[config.mk]
export PLATFORM = sky130hd
export DESIGN_NAME = fog_step_decimator
export DESIGN_NICKNAME = d
export VERILOG_FILES = /design/src/rtl/fog_step_decimator.sv
export SDC_FILE = /design/constraint.sdc
export NUM_CORES = 1
export LEC_CHECK = 0
export BUFFER_PORTS_ARGS = -buffer_cell sky130_fd_sc_hd__buf_2
export CORE_MARGIN = 2
export CORE_UTILIZATION = 60
export CTS_CLUSTER_DIAMETER = 150
export CTS_CLUSTER_SIZE = 20
export DETAILED_ROUTE_END_ITERATION = 8
export GPL_ROUTABILITY_DRIVEN = 0
export PLACE_DENSITY = 0.86
export RECOVER_POWER = 25
export SLEW_MARGIN = 10
export SYNTH_ARGS = -nofsm -noshare
export SYNTH_HDL_FRONTEND = slang
export SYNTH_SLANG_ARGS = --single-unit
[constraint.sdc]
create_clock -name i_clk -period 8.9 [get_ports i_clk]
set_input_delay 1.78 -clock i_clk [delete_from_list [all_inputs] [get_ports i_clk]]
set_output_delay 1.78 -clock i_clk [all_outputs]
set_load 0.005 [all_outputs]
[src/rtl/fog_step_decimator.sv]
// Averages 2^k signed step samples per window and queues the means in a FWFT FIFO.
// Define FOG_DEC_ERR_EN to add a lockstep error channel (i_err -> o_err_data).
module fog_step_decimator #(
  parameter int DEPTH = 8,
  parameter int MAX_K = 10
) (
  input  logic        i_clk,
  input  logic        i_rst,
  input  logic        i_trig,
  input  logic [31:0] i_step,
`ifdef FOG_DEC_ERR_EN
  input  logic [31:0] i_err,
  output logic [31:0] o_err_data,
`endif
  input  logic [31:0] i_dec_sel,
  input  logic        i_ovf_clr,
  input  logic        i_ready,
  output logic [31:0] o_data,
  output logic        o_valid,
  output logic [6:0]  o_level,
  output logic        o_overflow
);
  localparam int AW = 32 + MAX_K;
  localparam int KW = (MAX_K < 1) ? 1 : $clog2(MAX_K + 1);
  localparam int CW = MAX_K + 1;
  localparam int PW = $clog2(DEPTH);

  localparam logic [1:0] OP_HOLD = 2'd0;
  localparam logic [1:0] OP_CLR  = 2'd1;
  localparam logic [1:0] OP_LOAD = 2'd2;
  localparam logic [1:0] OP_ADD  = 2'd3;

  typedef enum logic [1:0] {S_IDLE, S_ACC, S_PUSH} state_t;

  // Reset asserts immediately but releases two clocks later, cleanly on i_clk.
  logic [1:0] rst_pipe_reg;
  logic       rst;

  always_ff @(posedge i_clk or posedge i_rst) begin
    if (i_rst) rst_pipe_reg <= 2'b11;
    else       rst_pipe_reg <= {rst_pipe_reg[0], 1'b0};
  end
  assign rst = rst_pipe_reg[1];

  state_t                state_reg, state_next;
  logic [CW-1:0]         cnt_reg, cnt_next, cnt_inc, n_cur;
  logic [KW-1:0]         k_cur, k_reg;
  logic signed [AW-1:0]  acc_reg;
  logic [1:0]            acc_op;
  logic                  push, k_chg;

  assign k_cur   = (i_dec_sel > 32'(MAX_K)) ? KW'(MAX_K) : i_dec_sel[KW-1:0];
  assign k_chg   = (k_cur != k_reg);
  assign n_cur   = CW'(1) << k_cur;
  assign cnt_inc = cnt_reg + 1'b1;

  function automatic logic signed [AW-1:0] acc_apply(input logic [1:0] op,
                                                     input logic signed [AW-1:0] acc,
                                                     input logic [31:0] s);
    logic signed [AW-1:0] ext;
    ext = {{MAX_K{s[31]}}, s};
    case (op)
      OP_CLR:  acc_apply = '0;
      OP_LOAD: acc_apply = ext;
      OP_ADD:  acc_apply = acc + ext;
      default: acc_apply = acc;
    endcase
  endfunction

  always_comb begin
    state_next = state_reg;
    cnt_next   = cnt_reg;
    acc_op     = OP_HOLD;
    push       = 1'b0;
    case (state_reg)
      S_IDLE: begin
        if (i_trig) begin
          acc_op     = OP_LOAD;
          cnt_next   = CW'(1);
          state_next = (n_cur == CW'(1)) ? S_PUSH : S_ACC;
        end
      end
      S_ACC: begin
        if (k_chg) begin
          acc_op   = OP_CLR;
          cnt_next = '0;
          if (i_trig) begin
            acc_op   = OP_LOAD;
            cnt_next = CW'(1);
            if (n_cur == CW'(1)) state_next = S_PUSH;
          end
        end else if (i_trig) begin
          acc_op   = OP_ADD;
          cnt_next = cnt_inc;
          if (cnt_inc == n_cur) state_next = S_PUSH;
        end
      end
      S_PUSH: begin
        // A completed window is written even if k moves this cycle.
        push       = 1'b1;
        acc_op     = OP_CLR;
        cnt_next   = '0;
        state_next = S_ACC;
        if (i_trig) begin
          acc_op   = OP_LOAD;
          cnt_next = CW'(1);
          if (n_cur == CW'(1)) state_next = S_PUSH;
        end
      end
      default: state_next = S_IDLE;
    endcase
  end

  always_ff @(posedge i_clk or posedge rst) begin
    if (rst) begin
      state_reg <= S_IDLE;
      cnt_reg   <= '0;
      acc_reg   <= '0;
      k_reg     <= '0;
    end else begin
      state_reg <= state_next;
      cnt_reg   <= cnt_next;
      acc_reg   <= acc_apply(acc_op, acc_reg, i_step);
      k_reg     <= k_cur;
    end
  end

  // FIFO: memory body plus a registered head word; o_level counts both.
  logic [31:0]   mem [DEPTH];
  logic [PW-1:0] wr_ptr_reg, rd_ptr_reg;
  logic [PW:0]   mem_cnt_reg;
  logic [31:0]   wr_data;
  logic          pop, wr_en, ld;

  assign wr_data = 32'(acc_reg >>> k_reg);
  assign pop     = o_valid & i_ready;
  assign o_level = 7'(mem_cnt_reg) + 7'(o_valid);
  assign wr_en   = push & ((o_level < 7'(DEPTH)) | pop);
  assign ld      = (mem_cnt_reg != '0) & (~o_valid | pop);

  always_ff @(posedge i_clk) begin
    if (wr_en) mem[wr_ptr_reg] <= wr_data;
  end

  always_ff @(posedge i_clk or posedge rst) begin
    if (rst) begin
      wr_ptr_reg  <= '0;
      rd_ptr_reg  <= '0;
      mem_cnt_reg <= '0;
      o_data      <= '0;
      o_valid     <= 1'b0;
      o_overflow  <= 1'b0;
    end else begin
      if (wr_en) wr_ptr_reg <= wr_ptr_reg + 1'b1;
      if (ld) begin
        rd_ptr_reg <= rd_ptr_reg + 1'b1;
        o_data     <= mem[rd_ptr_reg];
      end
      case ({wr_en, ld})
        2'b10:   mem_cnt_reg <= mem_cnt_reg + 1'b1;
        2'b01:   mem_cnt_reg <= mem_cnt_reg - 1'b1;
        default: mem_cnt_reg <= mem_cnt_reg;
      endcase
      if (ld)       o_valid <= 1'b1;
      else if (pop) o_valid <= 1'b0;
      if (push && !wr_en) o_overflow <= 1'b1;
      else if (i_ovf_clr) o_overflow <= 1'b0;
    end
  end

`ifdef FOG_DEC_ERR_EN
  logic signed [AW-1:0] acc_err_reg;
  logic [31:0]          mem_err [DEPTH];

  always_ff @(posedge i_clk or posedge rst) begin
    if (rst) acc_err_reg <= '0;
    else     acc_err_reg <= acc_apply(acc_op, acc_err_reg, i_err);
  end

  always_ff @(posedge i_clk) begin
    if (wr_en) mem_err[wr_ptr_reg] <= 32'(acc_err_reg >>> k_reg);
  end

  always_ff @(posedge i_clk or posedge rst) begin
    if (rst)     o_err_data <= '0;
    else if (ld) o_err_data <= mem_err[rd_ptr_reg];
  end
`endif

endmodule

# Word level (Yosys, flattened, before mapping)
# Memories as Yosys holds them, arrays and structs flattened. A register that Yosys moved wholly into a read port is not among the register bits.
# Index checks and enable logic that the tools add are counted.
# W data, S select, Z words.
# op_classes
addsub	7
n_lt_le_gt_ge	2
n_eq_ne	15
n_shift	2
n_mux	29
n_bitwise	6
reduce_logical	11
# op_table
cell	count
$pmux W42 S3	1
$add A42 B32 Y42	1
$sshr A42 B4 Y32	1
$mux W11	3
$pmux W11 S3	1
$gt A32 B4 Y1 const B	1
$mux W2	12
$pmux W2 S3	2
$add A11 B1 Y11 const B	1
$eq A11 B1 Y1 const B	1
$eq A11 B11 Y1	1
$shl A1 B4 Y11 const A	1
$ne A3 B3 Y1 const B	3
$eq A2 B2 Y1 const B	4
$mux W1	8
$pmux W4 S2	1
$add A3 B1 Y3 const B	2
$eq A2 B1 Y1 const B	3
$reduce_bool A2 Y1	3
$reduce_bool A3 Y1	2
$add A4 B1 Y5	1
$lt A5 B4 Y1 const B	1
$add A4 B1 Y4 const B	1
$mux W4	1
12 further kinds	16
# totals
reg_bits	73
mem_bits_rw	256
out_inout_bits	41
word_cells	83
n_memories	1
# memory_table
name	depth	word_bits	rd	rd_ports_with_merged_regs	wr	line	source
mem	8	32	1	1	1	129	logic [31:0] mem [DEPTH];

# Depth between registers and ports, before layout
# Gate-level depths: netlist (run 1).
# logic_depth
ltp_word	8
depth_mapped	15
depth_no_buf	13

# Worst setup path after synthesis (run 1)
# Ideal clock, no wire load.
# synth_path
kind	input -> register
from	input port i_ready
to	memory mem[4][0] (enable)
t_arrival_ps	5578
required_time_ps	8387
slack_ps	2809
path_stages	4
n_path_buf	0
cell_sequence	inv_1 o22ai_1 nand2_1 nor4b_1
# synth_between
elab_chain_cells	5
# synth_lines
item	line	source
start, declared	17	input logic i_ready,
$and A1 B1 Y1	136	assign pop = o_valid & i_ready;
$or A1 B1 Y1	138	assign wr_en = push & ((o_level < 7'(DEPTH)) | pop);
$and A1 B1 Y1	138	
$mux W1	142	if (wr_en) mem[wr_ptr_reg] <= wr_data;
$mux W1 (not written as such)	142	
end, declared	129	
# No other way between the ends.

# Final worst setup path (run 1)
# layout_path
from	input port i_ready
to	register mem_cnt_reg[3]
# layout_between
elab_chain_cells	5
elab_cells_between_ends	9
classes_between	2 x eq/ne; 1 x mux; 5 x bitwise; 1 x reduce/logical
# layout_lines
item	line	source
$and A1 B1 Y1 (*)	136	
$or A1 B1 Y1 (on tied branches)	139, 138	
$and A1 B1 Y1 (on tied branches)	139, 138	
$eq A2 B1 Y1 / $eq A2 B2 Y1 (equally long branches)	159	case ({wr_en, ld})
$pmux W4 S2 / $reduce_bool A2 Y1 (equally long branches)	--	
end signal, assigned	160	2'b10: mem_cnt_reg <= mem_cnt_reg + 1'b1;
end signal, assigned	161	2'b01: mem_cnt_reg <= mem_cnt_reg - 1'b1;
end signal, assigned	162	default: mem_cnt_reg <= mem_cnt_reg;
end, declared	131	logic [PW:0] mem_cnt_reg;
# Every way passes the cells marked *; elsewhere a longest branch is shown, timed or not.
# A chain may end at the register's enable or synchronous reset.

==> results of run 1 <==
## cells by family after synthesis
group,count (synthesis)
flip-flops,361
AO/OA/AOI/OAI,314
adder cells (fa/ha/maj),56
XOR/XNOR,56
other,1
multiplexers,185
AND/OR/NAND/NOR,261
buffers and inverters,115
## through the flow
step / hold slack (ps) / power, W / worst slack (ps) / std cells
after global routing: 366.0 / 0.006614 / 2766 / 1830
final: 360.3 / 0.006228 / 3714 / 1830
after CTS: 329.6 / 0.006218 / 4286 / 1830
after detailed placement: 322.7 / 0.005192 / 3743 / 1790
after global placement: 318.9 / 0.005049 / 3863 / 1790
after floorplan: 345.2 / 0.004442 / 2809 / 1351
## where the power goes
part / switching (W) / internal [W] / leakage (nW)
logic: 0.00144 / 0.00118 / 3.47
registers: 0.000327 / 0.00225 / 3.59
clock network: 0.000537 / 0.000493 / 0.312
total: 0.00230 / 0.00393 / 7.37
## metal layers
| layer | vias to the layer above | share of wire [%] | global-route usage [%] |
|---|---|---|---|
| met3 | 41 | 6.6 | 2.120 |
| met5 | - | 0 | 0 |
| met4 | 0 | 1.4 | 5.352 |
| met2 | 506 | 50 | 43.94 |
| met1 | 5913 | 42 | 37.17 |
| li1 | 5386 | - | - |
## synthesized netlist by cell type (4+ instances only)
master,n
a211oi_1,5
a21o_1,12
a21oi_1,104
a222oi_1,4
a22oi_1,27
a31o_2,4
a31oi_1,7
and2_1,7
and3_1,8
buf_1,16
clkbuf_1,56
dfrtp_1,103
edfxtp_1,256
ha_1,54
inv_1,39
mux2_2,9
mux2i_1,72
mux4_2,102
nand2_1,68
nand2b_1,8
nand3_1,25
nand3b_1,4
nand4_1,5
nor2_1,81
nor2b_1,9
nor3_1,13
nor4_1,8
nor4_2,5
o211ai_1,6
o21a_1,4
o21ai_0,88
o21bai_1,8
o22ai_1,6
o31a_1,4
o31ai_1,8
or3_1,5
xnor2_1,37
xor2_1,19
## worst max-delay path, delay by kind of cell
family	cells	cell delay, ps
simple gates	1	70
compound gates	3	470
fa+ha+maj	2	780
xor+xnor	2	290
buf+inv	3	2190
## layout by cell type, fill, tap and decap left out, drive strengths merged, types with 9 or more instances in the layout
cell type and count:
buf 122, mux4 102, dfrtp 103, inv 40
nor4 13, clkbuf 41, nand2 68, mux2i 72
xnor2 37, mux2 11, a21o 12, a21oi 104
a22oi 28, nand3 26, xor2 19, nor2b 9
ha 54, o21ai 88, edfxtp 256, nor2 81
nor3 14
## final timing paths
check                                     startpoint                          to  slack (ps)
max                                          i_ready  mem_cnt_reg[3]$_DFFE_PP0P_        3710
min                        rst_pipe_reg[0]$_DFF_PP1_   rst_pipe_reg[1]$_DFF_PP1_         360
max reg2reg                rst_pipe_reg[1]$_DFF_PP1_          k_reg[2]$_DFF_PP0_        3880
min reg2reg                rst_pipe_reg[0]$_DFF_PP1_   rst_pipe_reg[1]$_DFF_PP1_         360
max in group asynchronous  rst_pipe_reg[1]$_DFF_PP1_          k_reg[2]$_DFF_PP0_        3880
min in group asynchronous  rst_pipe_reg[1]$_DFF_PP1_       o_data[6]$_DFFE_PP0P_         710
## layout make-up
class                      instances  area [µm²]  area share [%]
sequential                       361       10330           51.88
multi-input combinational        875        7630           38.33
timing repair buffer             124       655.6           3.293
clock buffer                      39       635.6           3.193
tap                              390       488.0           2.451
inverter                          40       151.4          0.7605
clock inverter                     1       20.02          0.1006
==> impl_metrics.json, run 1 <==
{
  "first_iter_violations": 994,
  "ys_seq_area_share_pct": 56.32,
  "synthXorXnorAreaFrac_pct": 2.677,
  "crit_path_end_kind": "flop",
  "peakVddDrop_mv": 0.1643,
  "ys_ff_latch": 361,
  "cts_tree": "done",
  "largest_reg_flops": 256,
  "syn_inst": 1349,
  "finalInstanceArea_um2": 19910,
  "yosysTopAreaCellShare_pct": 41.96,
  "io_pins": 110,
  "hold_buffers": 0,
  "cp_slowest_cell": "clkbuf_1",
  "root_buffer": "clkbuf_16",
  "routed_wl_um": 39830,
  "hold_violations": 0,
  "finalCriticalPeriod_ps": 5186,
  "worstPathArrival_ps": 5590,
  "core_region_area_um2": 29870,
  "relSlewSlack_pct": -136.9,
  "p_per_area_nw_per_um2": 312.9,
  "synth_edf_count": 256,
  "muxShareOfSynthArea_pct": 17.15,
  "cts_inserted_buffers": 22,
  "die_area_um2": 31950,
  "synth_top_cell_by_area": "edfxtp_1",
  "min_period_over_period_pct": 58.27,
  "drive_above_1_share_pct": 20.49,
  "hold_class": "flop to flop",
  "drcViolationCount": 0,
  "status": "complete, but fails checks",
  "postRouteAntennaNets": 0,
  "grt_pass1_wl_um": 63890,
  "worstPathRequired_ps": 9310,
  "finalSetupViolations": 0,
  "fill_cells": 2072,
  "ys_top_cells_by_area": "edfxtp_1 (42%), dfrtp_1 (14%), mux4_2 (13%), mux2i_1 (3.9%), ha_1 (3.7%)",
  "io_buffers": 107,
  "clkLatencyLatePin_ps": 530,
  "synth_fa_ha_area_share_pct": 3.907,
  "std_cell_rows": 63,
  "antenna_found_initial": 0,
  "nNetsFinal": 1549,
  "diodes": 0,
  "yosys_warnings": 0,
  "syn_avg_cell_area_um2": 13.58,
  "postCtsSetupRepairBufs": 0,
  "dp_hpwl_um": 26170,
  "max_freq_mhz": 192.8,
  "path_common_cell": "ha_1",
  "tightest_slew_ps": 3553,
  "worstSetupStartpointType": "primary input",
  "track_usage_pct": 25.86,
  "max_cap_viol_count": 4,
  "ys.flop_type": "edfxtp_1",
  "die_h_um": 178.7,
  "wl_per_cell_um": 21.77,
  "syn_area_um2": 18320,
  "total_leakage_power_nw": 7.369,
  "placed_area_um2": 19260,
  "path_class": "primary input to flop",
  "clk_transition_reported_paths_ps": 80,
  "finalCoreUtilization_pct": 66.64,
  "grt_max_degree": 69,
  "crit_fanout": 68,
  "grt_pass1_vias": 11705,
  "viasPerCell": 6.473,
  "rsz0062_at_grt": "no",
  "path_cells": "buf_2 -> inv_1 -> a21oi_4 -> clkbuf_1 -> ha_1 -> ha_1 -> a21o_1 -> a21oi_1 -> xnor2_1 -> nor2_1 -> xor2_1",
  "drv_slew": 228,
  "synth_simple_gate_area_share_pct": 7.014,
  "clockBufferDepth": 3,
  "overflow": 0,
  "syn_to_final_growth_pct": 8.667,
  "hold_depth": 0,
  "vias": 11846,
  "synthArstFlopShare_pct": 29.09,
  "first_pass_iters": 6,
  "die_w_um": 178.7,
  "post_cts_resized": 0,
  "skew_ps": 21.95,
  "synth_top_family_by_area": "multiplexers",
  "slowest_delay_ps": 2040,
  "ctsHtreeMaxLevel": 1,
  "synth_compound_area_share_pct": 10.51,
  "start_util_pct": 61.32,
  "violations": "capacitance limit, slew limit",
  "rr_worst_depth": 2,
  "synth.distinct_cells": 73,
  "clock-sinks": 361,
  "setup-tns-final_ps": 0
}
(Power assumes the default switching activity.)
==> run 2: changes to the inputs <==
clock period = 5 ns   (was 8.9 ns; I/O delays follow)
==> run 2 against run 1 <==
Worst setup slack worse by 2900 ps. Flip-flop and latch count stayed put. Clock power is 76% higher. The run still ends with capacitance limit, slew limit left. Utilization is 0.10 points lower. Critical endpoint is now acc_reg[41]$_DFFE_PP0P_. Register-to-register slack worse by 2700 ps. Largest cell class unchanged. Die area stayed put. Non-clock buffer count is 2 higher.
==> impl_metrics.json, run 2 (synthesis results as in run 1) <==
{
  "status": "complete, but fails checks",
  "violations": "capacitance limit, slew limit",
  "grt_max_degree": 76,
  "wl_per_cell_um": 21.91,
  "setup.worst_path.end": "acc_reg[41]$_DFFE_PP0P_",
  "crit_fanout": 43,
  "worstReg2RegStart": "k_reg[1]$_DFF_PP0_",
  "max_cap_viol_count": 2,
  "relSlewSlack_pct": -132.2,
  "routed_wl_um": 40140,
  "cts_inserted_buffers": 22,
  "ff_latch_area_um2": 10330,
  "drcViolationCount": 0,
  "rr_worst_depth": 14,
  "multiInputGateArea_um2": 7616,
  "worstPathArrival_ps": 4660,
  "setup_slack_ps": 787.8,
  "total_leakage_power_nw": 7.316,
  "crit_path_end_kind": "flop",
  "cts_tree": "done",
  "r2r_end": "acc_reg[41]$_DFFE_PP0P_",
  "ctsHtreeMaxLevel": 1,
  "dp_hpwl_um": 26660,
  "worstSetupStartpointType": "primary input",
  "hold_buffers": 0,
  "pre_cts_ws_ps": 790.7,
  "start_util_pct": 61.32,
  "syn_to_final_growth_pct": 8.496,
  "tightest_slew_ps": 3464,
  "post_cts_resized": 0,
  "postCtsSetupRepairBufs": 0,
  "setup-tns-final_ps": 0,
  "top_usage_layer": "met2",
  "clkLatencyLatePin_ps": 550,
  "grt_pass1_vias": 11703,
  "p_per_area_nw_per_um2": 555.1,
  "nNetsFinal": 1551,
  "finalSetupViolations": 0,
  "hold_violations": 0,
  "final_common_cell": "edfxtp_1",
  "fill_cells": 2046,
  "root_buffer": "clkbuf_16",
  "rsz0062_at_grt": "no",
  "antenna_found_initial": 0,
  "die_h_um": 178.7,
  "path_class": "primary input to flop",
  "skew_ps": 26.99,
  "drive_above_1_share_pct": 18.93,
  "layout_common_cells": "edfxtp_1 (256), a21oi_1 (103), mux4_2 (102)",
  "diodes": 0,
  "track_usage_pct": 25.96,
  "vias": 11873,
  "crit_start": "i_dec_sel[25]",
  "min_period_over_period_pct": 84.24,
  "grt_pass1_wl_um": 63860,
  "postRouteAntennaNets": 0,
  "overflow": 0,
  "clk_transition_reported_paths_ps": 90,
  "worstPathRequired_ps": 5450,
  "peakVddDrop_mv": 0.4982,
  "largest_reg_flops": 256,
  "finalCriticalPeriod_ps": 4212,
  "io_buffers": 107,
  "gr-usage-met2_pct": 44.00,
  "die_w_um": 178.7,
  "max_freq_mhz": 237.4,
  "grt_use_met1_pct": 36.50,
  "core_region_area_um2": 29870,
  "finalCoreUtilization_pct": 66.53,
  "total_power_w": 0.01103,
  "drv_slew": 144,
  "first_pass_iters": 6,
  "reg2reg_slack_ps": 1180,
  "viasPerCell": 6.481,
  "clock-sinks": 361,
  "first_iter_violations": 1060,
  "io_pins": 110,
  "grt_use_met3_pct": 2.714,
  "clockBufferDepth": 3,
  "std_cell_rows": 63,
  "hold_class": "flop to flop",
  "die_area_um2": 31950
}
## run 2: cell count changes in the layout (fill, tap and decap cells not counted), sizes merged
cell,delta
clkbuf,+21
buf,-20
clkinv,+1
## run 2: worst min-delay path by stage
stage,slack (ps),start,endpoint,depth (start not counted)
3_5_place_dp,350,rst_pipe_reg[0]$_DFF_PP1_,rst_pipe_reg[1]$_DFF_PP1_,0
4_1_cts,360,rst_pipe_reg[0]$_DFF_PP1_,rst_pipe_reg[1]$_DFF_PP1_,0
2_1_floorplan,350,rst_pipe_reg[0]$_DFF_PP1_,rst_pipe_reg[1]$_DFF_PP1_,0
3_3_place_gp,350,rst_pipe_reg[0]$_DFF_PP1_,rst_pipe_reg[1]$_DFF_PP1_,0
6_report,370,rst_pipe_reg[0]$_DFF_PP1_,rst_pipe_reg[1]$_DFF_PP1_,0
5_1_grt,380,rst_pipe_reg[0]$_DFF_PP1_,rst_pipe_reg[1]$_DFF_PP1_,0
## run 2: cell type report
cell class              instances  area share [%]
inverters                      40          0.7617
multi-input cells             875           38.32
flip-flops and latches        361           51.96
clock buffers                  38           3.072
clock inverters                 2          0.1826
well taps                     390           2.455
repair buffers                126           3.248
## run 2: worst max-delay path: stages
cell and delay [ps]:
buf_2 100, nor4_2 300, nand4_2 190, nor3_1 840, o21ai_0 270, a22oi_2 350, ha_1 330, a21oi_1 130
o21ai_0 80, nand2b_1 80, buf_4 400, nor2_1 100, nand3_1 100, o21ai_0 80, o32ai_1 270
## run 2: per-stage QoR
step | cell area, µm² | hold slack, ps | instances
CTS | 19930 | 362.4 | 1832
global route | 19880 | 376.6 | 1832
global placement | 19290 | 346.8 | 1792
floorplan | 18330 | 345.2 | 1351
finish | 19880 | 366.4 | 1832
detailed placement | 19290 | 351.3 | 1792
## run 2: power breakdown
| part | switching [W] | leakage [nW] | internal [W] | total [W] |
|---|---|---|---|---|
| Combinational | 0.00251 | 3.42 | 0.00208 | 0.00459 |
| Sequential | 0.000623 | 3.59 | 0.00400 | 0.00463 |
| Clock | 0.000964 | 0.307 | 0.000849 | 0.00181 |
## run 2: layer usage
layer / wire length (µm) / part of all wire [%] / up-vias
li1: - / - / 5392
met1: 16330 / 41 / 5921
met2: 20110 / 50 / 488
met3: 2720 / 6.8 / 72
met4: 986 / 2.5 / 0
met5: 0 / 0 / -
